### src/rtl/mips_mem_pkg.sv
// Shared types for the MIPS data-memory path: word addresses, store-buffer entries and port ops.
// Used by mips_store_buffer and mips_store_fwd_match.
package mips_mem_pkg;
  localparam int MEM_AW = 32;
  localparam int MEM_DW = 32;

  typedef logic [MEM_AW-3:0] word_addr_t;

  typedef struct packed {
    word_addr_t          addr;
    logic [MEM_DW-1:0]   data;
  } store_entry_t;

  typedef enum logic [1:0] {MEM_IDLE, MEM_LOAD, MEM_DRAIN} mem_op_e;
endpackage

### src/rtl/mips_store_fwd_match.sv
// Load-forwarding lookup over the occupied store-buffer entries.
// Entries are scanned from oldest (head) to youngest, so the last match wins.
module mips_store_fwd_match
  import mips_mem_pkg::*;
#(
  parameter int DEPTH = 4,
  parameter int PW    = $clog2(DEPTH)
) (
  input  store_entry_t        i_entries [DEPTH],
  input  logic [PW-1:0]       i_head,
  input  logic [PW:0]         i_count,
  input  word_addr_t          i_addr,
  output logic                o_hit,
  output logic [MEM_DW-1:0]   o_data
);

  always_comb begin
    o_hit  = 1'b0;
    o_data = '0;
    for (int i = 0; i < DEPTH; i++) begin
      if (((PW+1)'(i) < i_count) &&
          (i_entries[i_head + PW'(i)].addr == i_addr)) begin
        o_hit  = 1'b1;
        o_data = i_entries[i_head + PW'(i)].data;
      end
    end
  end

endmodule

### src/rtl/mips_store_buffer.sv
// Posted-write buffer between the MIPS core data port and single-ported data memory.
// Optional counters on stat_fwd/stat_stall when MIPS_STORE_BUFFER_STATS_EN is defined.
module mips_store_buffer
  import mips_mem_pkg::*;
#(
  parameter int DEPTH = 4,
  parameter int AW    = MEM_AW,
  parameter int DW    = MEM_DW
) (
  input  logic          clk,
  input  logic          reset,
  input  logic          core_we,
  input  logic          core_re,
  input  logic [AW-1:0] core_addr,
  input  logic [DW-1:0] core_wdata,
  output logic [DW-1:0] core_rdata,
  output logic          core_stall,
  output logic          mem_we,
  output logic [AW-1:0] mem_addr,
  output logic [DW-1:0] mem_wdata,
  input  logic [DW-1:0] mem_rdata,
  output logic          buf_empty
`ifdef MIPS_STORE_BUFFER_STATS_EN
  ,
  output logic [15:0]   stat_fwd,
  output logic [15:0]   stat_stall
`endif
);

  localparam int PW = $clog2(DEPTH);

  store_entry_t  r_entries [DEPTH];
  logic [PW-1:0] r_head;
  logic [PW-1:0] r_tail;
  logic [PW:0]   r_count;

  mem_op_e       w_op;
  logic          w_drain;
  logic          w_enq;
  logic          w_load;
  logic          w_hit;
  logic [DW-1:0] w_hit_data;
  store_entry_t  w_head_entry;

  assign w_head_entry = r_entries[r_head];

  // A dual we+re request is a store only: it neither loads nor drains.
  always_comb begin
    w_op = MEM_IDLE;
    if (core_re) begin
      if (!core_we) w_op = MEM_LOAD;
    end else if (r_count != '0) begin
      w_op = MEM_DRAIN;
    end
  end

  assign w_load     = (w_op == MEM_LOAD);
  assign w_drain    = (w_op == MEM_DRAIN);
  assign w_enq      = core_we && ((r_count < (PW+1)'(DEPTH)) || w_drain);
  assign core_stall = core_we && (r_count == (PW+1)'(DEPTH)) && !w_drain;
  assign buf_empty  = (r_count == '0);

  assign mem_we    = w_drain;
  assign mem_addr  = w_load  ? core_addr :
                     w_drain ? {w_head_entry.addr, 2'b00} : '0;
  assign mem_wdata = w_drain ? w_head_entry.data : '0;

  mips_store_fwd_match #(.DEPTH(DEPTH)) u_fwd (
    .i_entries (r_entries),
    .i_head    (r_head),
    .i_count   (r_count),
    .i_addr    (core_addr[AW-1:2]),
    .o_hit     (w_hit),
    .o_data    (w_hit_data)
  );

  assign core_rdata = w_load ? (w_hit ? w_hit_data : mem_rdata) : '0;

  always_ff @(posedge clk or negedge reset) begin
    if (!reset) begin
      r_head  <= '0;
      r_tail  <= '0;
      r_count <= '0;
    end else begin
      if (w_drain) r_head <= r_head + 1'b1;
      if (w_enq)   r_tail <= r_tail + 1'b1;
      case ({w_enq, w_drain})
        2'b10:   r_count <= r_count + 1'b1;
        2'b01:   r_count <= r_count - 1'b1;
        default: r_count <= r_count;
      endcase
    end
  end

  // Entry payload needs no reset; occupancy is tracked by r_count alone.
  always_ff @(posedge clk) begin
    if (w_enq) r_entries[r_tail] <= '{addr: core_addr[AW-1:2], data: core_wdata};
  end

`ifdef MIPS_STORE_BUFFER_STATS_EN
  logic [15:0] r_stat_fwd;
  logic [15:0] r_stat_stall;

  always_ff @(posedge clk or negedge reset) begin
    if (!reset) begin
      r_stat_fwd   <= '0;
      r_stat_stall <= '0;
    end else begin
      if (w_load && w_hit && (r_stat_fwd != 16'hFFFF)) r_stat_fwd <= r_stat_fwd + 1'b1;
      if (core_stall && (r_stat_stall != 16'hFFFF))    r_stat_stall <= r_stat_stall + 1'b1;
    end
  end

  assign stat_fwd   = r_stat_fwd;
  assign stat_stall = r_stat_stall;
`endif

endmodule

### config.mk
export PLATFORM = sky130hd
export DESIGN_NAME = mips_store_buffer
export DESIGN_NICKNAME = d
export VERILOG_FILES = /design/src/rtl/mips_mem_pkg.sv /design/src/rtl/mips_store_fwd_match.sv /design/src/rtl/mips_store_buffer.sv
export SDC_FILE = /design/constraint.sdc
export NUM_CORES = 1
export LEC_CHECK = 0
export ABC_AREA = 0
export BUFFER_PORTS_ARGS = -buffer_cell sky130_fd_sc_hd__buf_2
export CAP_MARGIN = 5
export CORE_ASPECT_RATIO = 1.75
export CORE_UTILIZATION = 30
export DETAILED_ROUTE_END_ITERATION = 10
export SLEW_MARGIN = 25
export SYNTH_ARGS = -nofsm -noshare
export SYNTH_HDL_FRONTEND = slang
export SYNTH_SLANG_ARGS = --single-unit
### constraint.sdc
create_clock -name clk -period 4.7 [get_ports clk]
set_input_delay 0.705 -clock clk [delete_from_list [all_inputs] [get_ports clk]]
set_output_delay 0.705 -clock clk [all_outputs]
set_load 0.02 [all_outputs]
### Word level (Yosys, flattened, before mapping)

Cells that the tools add are included.
Widths: inputs -> output; s select.

* reductions and logical operators: 13
* multiplexer cells: 32
* bitwise logic cells: 5
* order comparisons: 11
* $add $sub $neg: 6
* equal/unequal tests: 9

Operators with widths (count)
* $mux 62: 9
* $bmux 62 s2: 4
* $mux 32: 9
* $bwmux 248: 1
* $demux 62 s2: 1
* $eq 30x30->1: 4
* $ge 3x3->1 const B: 5
* $not 2->3: 5
* $logic_and 1x1->1: 8
* $lt 1x3->1 const A: 2
* $lt 2x3->1 const A: 2
* $pmux 3 s2: 1
* $mux 1: 5
* $add 2x1->2 const B: 2
* $add 2x2->2 const B: 2
* $eq 2x1->1 const B: 2
* $eq 2x2->1 const B: 2
* $mux 2: 2
* $add 3x1->3 const B: 1
* $eq 3x3->1 const B: 1
* $logic_not 3->1: 1
* $lt 3x1->1 const B: 1
* $lt 3x3->1 const B: 1
* $reduce_bool 3->1: 1
* 4 further kinds: 4

* input port bits: 100
* bits in registers: 255
* word-level logic and storage cells: 87
* output and inout bits: 99

### Depth between registers and ports, before layout

* depth in word-level cells: 12
* mapped depth: 15
* mapped depth without buffers: 10

### By module

Synthesis repeated with hierarchy kept, for this count alone.

* cells, all modules: 1565
* area, all modules: 18532.8 um2

Modules (own cells, without submodules)
* mips_store_buffer: sequential area each 7622.3 um2, cells each 510, times used 1, area an instance 10430.0 um2
* mips_store_fwd_match: sequential area each 0.0 um2, cells each 1055, times used 1, area an instance 8102.8 um2

### Worst setup path after synthesis

OpenSTA, ideal clock, no wires.

* path kind: input to output
* from: input port core_addr[17]
* to: output port core_rdata[0]
* required time: 3995 ps
* slack: 663 ps
* buffers on the path: 2
* data arrival time: 3332 ps
* stages on the path: 10
* cells stage by stage: buf_1 > o22ai_1 > a2111oi_2 > a31oi_1 > or4_1 > a2111o_1 > nor3b_2 > buf_6 > a211o_1 > a21oi_1

* longest elaborated chain between the ends: 8
* elaborated cells on any way between the ends: 18
* those cells by class: 4 x eq/ne; 10 x mux; 4 x reduce/logical

RTL lines
* start, declared: line mips_store_buffer.sv:14 `input logic [AW-1:0] core_addr,`
* $eq 30x30->1: line mips_store_fwd_match.sv:22 `(i_entries[i_head + PW'(i)].addr == i_addr)) begin`
* $logic_and 1x1->1: line mips_store_fwd_match.sv:21 `if (((PW+1)'(i) < i_count) &&`
* $mux 32 or $mux 1 (tied branches) (4 in series): line mips_store_fwd_match.sv:21
* $mux 32 * (2 in series): line mips_store_buffer.sv:77 `assign core_rdata = w_load ? (w_hit ? w_hit_data : mem_rdata) : '0;`
* end, declared: line mips_store_buffer.sv:16 `output logic [DW-1:0] core_rdata,`

Mark *: on every way between the ends. The rest lies on a longest branch, timed or not.

### Worst setup path after layout

* from: register r_head[1]
* to: output port core_rdata[24]

* longest elaborated chain between the ends: 12
* elaborated cells on any way between the ends: 37
* those cells by class: 3 x add/sub; 4 x eq/ne; 22 x mux; 4 x bitwise; 4 x reduce/logical

RTL lines
* start, declared: line mips_store_buffer.sv:33 `logic [PW-1:0] r_head;`
* start signal, assigned: line mips_store_buffer.sv:85 `if (w_drain) r_head <= r_head + 1'b1;`
* $add 2x1->2 or $not 2->3 (tied branches): line mips_store_fwd_match.sv:22, mips_store_fwd_match.sv:24
* $not 2->3 (implied by the code) or $bmux 62 s2 (tied branches): line mips_store_fwd_match.sv:22, mips_store_fwd_match.sv:24
* $bmux 62 s2 or $mux 62 (tied branches): line mips_store_fwd_match.sv:22, mips_store_fwd_match.sv:24
* $mux 62 (implied by the code): line mips_store_fwd_match.sv:22
* $mux 62 (implied by the code) or $eq 30x30->1 (tied branches): line mips_store_fwd_match.sv:24, mips_store_fwd_match.sv:22
* $eq 30x30->1 or $logic_and 1x1->1 (tied branches): line mips_store_fwd_match.sv:22, mips_store_fwd_match.sv:21
* $logic_and 1x1->1 (tied with other cells): line mips_store_fwd_match.sv:21
* $mux 32 or $mux 1 (tied branches) (3 in series): line mips_store_fwd_match.sv:21
* $mux 32 * (2 in series): line mips_store_buffer.sv:77

Mark *: on every way between the ends. The rest lies on a longest branch, timed or not. The select of a mux whose other input is x is not followed.

==> results.yml <==
logic_synthesis:
  ys_top_cells_by_area: "sky130_fd_sc_hd__edfxtp_1 43%, sky130_fd_sc_hd__mux2i_1 10%, sky130_fd_sc_hd__mux4_2 8.9%"
  synth_area_per_cell_um2: 11.6
  synth.top_cell.area_share_pct: 43.4
  synth_sequential_area_ratio_pct: 44.5
  synthDistinctLibCells: 69
  synth.cells.most_frequent: "248 x sky130_fd_sc_hd__edfxtp_1, 171 x sky130_fd_sc_hd__mux2i_1, 124 x sky130_fd_sc_hd__nand2_1, 109 x sky130_fd_sc_hd__o21ai_0, 91 x sky130_fd_sc_hd__xnor2_1"
  synth-async-reset-ratio_pct: 2.75
  postSynthCellCount: 1475
  netlist_area_um2: 17100
  synth_fp_nets: 1584
  postSynthRegisterBits: 255
  count_of_flip_flops_with_a_built_in_enable_after_synthesis: 248
  post-synth-top-area-cell: "sky130_fd_sc_hd__edfxtp_1"
  synth.most_common_cell: "sky130_fd_sc_hd__edfxtp_1"
  yosysWarnings: 0
  synth_top_flop_cell: "sky130_fd_sc_hd__edfxtp_1"
layout:
  post_route_cells_drive_above_1_share_pct: 34.7
  layout_net_count: 1803
  fill_cells: 5512
  layout-area-overhead-vs-synth_pct: 22.6
critical_path:
  crit_path_cell_trace: "buf_6 > buf_12 > mux4_2 > xnor2_1 > nand4_1 > nor4_1 > nand4_1 > buf_4 > nand2_2 > nor3b_4 > buf_12 > a221o_1 > a21oi_2 > buf_4"
  timing.critical_path.max_delay_family: "simple AND/OR/NAND/NOR gates"
  slowest_stage: "sky130_fd_sc_hd__mux4_2"
  max_stage_delay_ns: 0.55
  critical_path.startpoint: "r_head[1]"
  data_required_critical_path_ns: 3.99
  rr_startpoint: "r_count[0]"
  critPathLaunchType: "flip-flop"
  crit_path_end_kind: "primary output"
  critical_path.n_buffers_inverters: 5
  critical_path.max_fanout: 24
  worst_ep_arrival_time_ns: 4.25
  setup.worst_path.class: "flip-flop to primary output"
sta:
  min_period_ns: 4.95
  finalSetupViolCount: 32
  relSlewSlack_pct: 38.6
  grt_setup_unrepaired: "true"
  worst_clock_skew_ns: 0.0268
  final_critical_path_setup_slack_ns: -0.251
  worstMarginPinSlew_ns: 0.919
  number_of_pins_exceeding_their_max_slew_limit_in_the_final_report: 0
  timing.final.crit_share_pct: 105
  timing.fmax_ghz: 0.202
  finalHoldViolCount: 0
  fin_setup_tns_ns: -6.18
global_routing:
  grt_pass1_wl_um: 84500
  grt_start_max_net_pins: 92
  groute.usage.overall_pct: 19.5
  grt_overflow_total: 0
  first_global_vias: 13700
  grt_antenna_before_repair: 11
detailed_routing:
  post_drt_wl_per_cell_um: 23.4
  vias: 13400
  viasPerCell: 5.40
  drt_iter0_markers: 789
  ant_nets: 0
  wirelength_um: 58100
  drc: 0
  drtPass1Iterations: 5
place:
  pre_cts_ws_ns: 0.110
  place.port_buffers: 198
  finalWeightedCongestion: 0.969
  detailedPlacementHpwl_um: 42900
run_status:
  violated_checks: "setup timing"
  status: "finished, violations left"
power_and_ir_drop:
  ir_worst_vdd_mv: 0.453
  leakage_uw: 0.00809
  power_density_nw_per_um2: 615
floorplanning:
  die_area_um2: 58100
  die_y_um: 318
  chipWidth_um: 183
  core_ar_um2: 56400
  num_io_pins: 199
  rows: 115
  initial_core_util_pct: 30.4
clock_network:
  clk-insertion-delay-late_ns: 0.57
  h-tree-depth: 1
  clk_transition_reported_paths_ns: 0.07
  clock_sinks: 255
  cts_buffer_count: 25
  cts.path.max_buffers: 3
  cts-root-buf: "sky130_fd_sc_hd__clkbuf_16"
  cts_tree: "built"
worst_hold_path:
  hold_path_startpoint: "core_wdata[4]"
  min_path_type: "input port to flip-flop"
job:
  max_cap_viols: 0
-- final cells by class --
cell class / count / area, µm² / share of cell area (%)
diodes: 7 / 17.5 / 0.0833
clock buffers: 27 / 633 / 3.01
clock inverters: 19 / 205 / 0.976
inverters: 52 / 203 / 0.964
multi-input cells: 1034 / 8990 / 42.7
flip-flops and latches: 255 / 7630 / 36.3
well taps: 760 / 951 / 4.52
repair buffers: 326 / 2400 / 11.4
-- cell families (layout without fill, tap and decap cells) --
| kind of cell | after synthesis | in the layout | share of synthesized area, % |
|---|---|---|---|
| buffers and inverters | 186 | 424 | 4.88 |
| adders and majority gates | 9 | 9 | 0.657 |
| DFF | 255 | 255 | 44.5 |
| other | 0 | 7 | 0 |
| xor gates and xnor gates | 108 | 108 | 5.52 |
| and+or+nand+nor | 270 | 270 | 7.14 |
| AOI/OAI and AO/OA | 330 | 330 | 13.3 |
| muxes | 317 | 317 | 24.1 |
-- through the flow --
| stage | instances | hold slack, ns | instance area, µm² | utilization [%] | total power, µW |
|---|---|---|---|---|---|
| 3_3_place_gp | 2398 | 0.561 | 19400 | 34.4 | 10200 |
| 3_5_place_dp | 2398 | 0.563 | 19400 | 34.4 | 10300 |
| 2_1_floorplan | 1475 | 0.409 | 17100 | - | 8100 |
| 4_1_cts | 2468 | 0.325 | 20800 | 36.8 | 12800 |
| 5_1_grt | 2478 | 0.338 | 21000 | 37.3 | 13600 |
| 6_report | 2480 | 0.349 | 21000 | 37.3 | 12900 |
-- where the power goes --
group,switching [µW],total [µW],internal (µW)
combinational,4350,7640,3290
sequential,245,3200,2950
clock,927,2080,1160
-- cells in the final DEF (no fill, tap or decap), types with 6 or more instances in the layout --
| cell type | instances |
|---|---|
| sky130_fd_sc_hd__mux4_2 | 68 |
| sky130_fd_sc_hd__xnor2_2 | 13 |
| sky130_fd_sc_hd__buf_4 | 121 |
| sky130_fd_sc_hd__xnor2_1 | 77 |
| sky130_fd_sc_hd__edfxtp_1 | 248 |
| sky130_fd_sc_hd__a21oi_2 | 30 |
| sky130_fd_sc_hd__a221o_1 | 32 |
| sky130_fd_sc_hd__buf_6 | 12 |
| sky130_fd_sc_hd__and2_1 | 6 |
| sky130_fd_sc_hd__a22o_1 | 20 |
| sky130_fd_sc_hd__xor2_1 | 16 |
| sky130_fd_sc_hd__nor3_1 | 9 |
| sky130_fd_sc_hd__buf_2 | 167 |
| sky130_fd_sc_hd__a211oi_1 | 32 |
| sky130_fd_sc_hd__o22ai_1 | 8 |
| sky130_fd_sc_hd__mux2_2 | 72 |
| sky130_fd_sc_hd__inv_1 | 51 |
| sky130_fd_sc_hd__ha_1 | 9 |
| sky130_fd_sc_hd__a21oi_1 | 47 |
| sky130_fd_sc_hd__nand4_1 | 14 |
| sky130_fd_sc_hd__nor2_1 | 74 |
| sky130_fd_sc_hd__mux2i_2 | 6 |
| sky130_fd_sc_hd__nand2_1 | 123 |
| sky130_fd_sc_hd__o21ai_0 | 109 |
| sky130_fd_sc_hd__diode_2 | 7 |
| sky130_fd_sc_hd__buf_12 | 15 |
| sky130_fd_sc_hd__mux2i_1 | 163 |
| sky130_fd_sc_hd__clkbuf_16 | 27 |
-- flip-flops by register name (all words and copies together) (netlist names) --
name       count
r_count        3
r_entries    248
r_head         2
r_tail         2
-- path summary, 6_finish.rpt --
path	endpoint	depth (start not counted)	slack, ns
setup reg to reg	r_count[2]	11	1.60
hold reg to reg	r_count[1]	2	0.62
min in group asynchronous	r_count[2]	2	0.53
hold / removal	r_entries[128]	1	0.35
setup / recovery	core_rdata[24]	14	-0.25
max in group asynchronous	r_head[0]	2	3.96
-- metal layers --
layer	up-vias	GRT usage (%)	wire, µm
met4	4	14.4	4570
li1	6065	-	-
met2	470	36.6	31000
met3	172	2.55	2730
met1	6674	19.2	19900
met5	-	0	26
-- timing repair --
action,4_1_cts,5_1_grt
pin swaps,10,10
gates resized for setup,80,27
hold buffers,1,0
cloned,1,2
setup buffers,22,3
endpoints found under the hold margin,7,0
setup endpoints to repair,32,32
(Power assumes the default switching activity.)
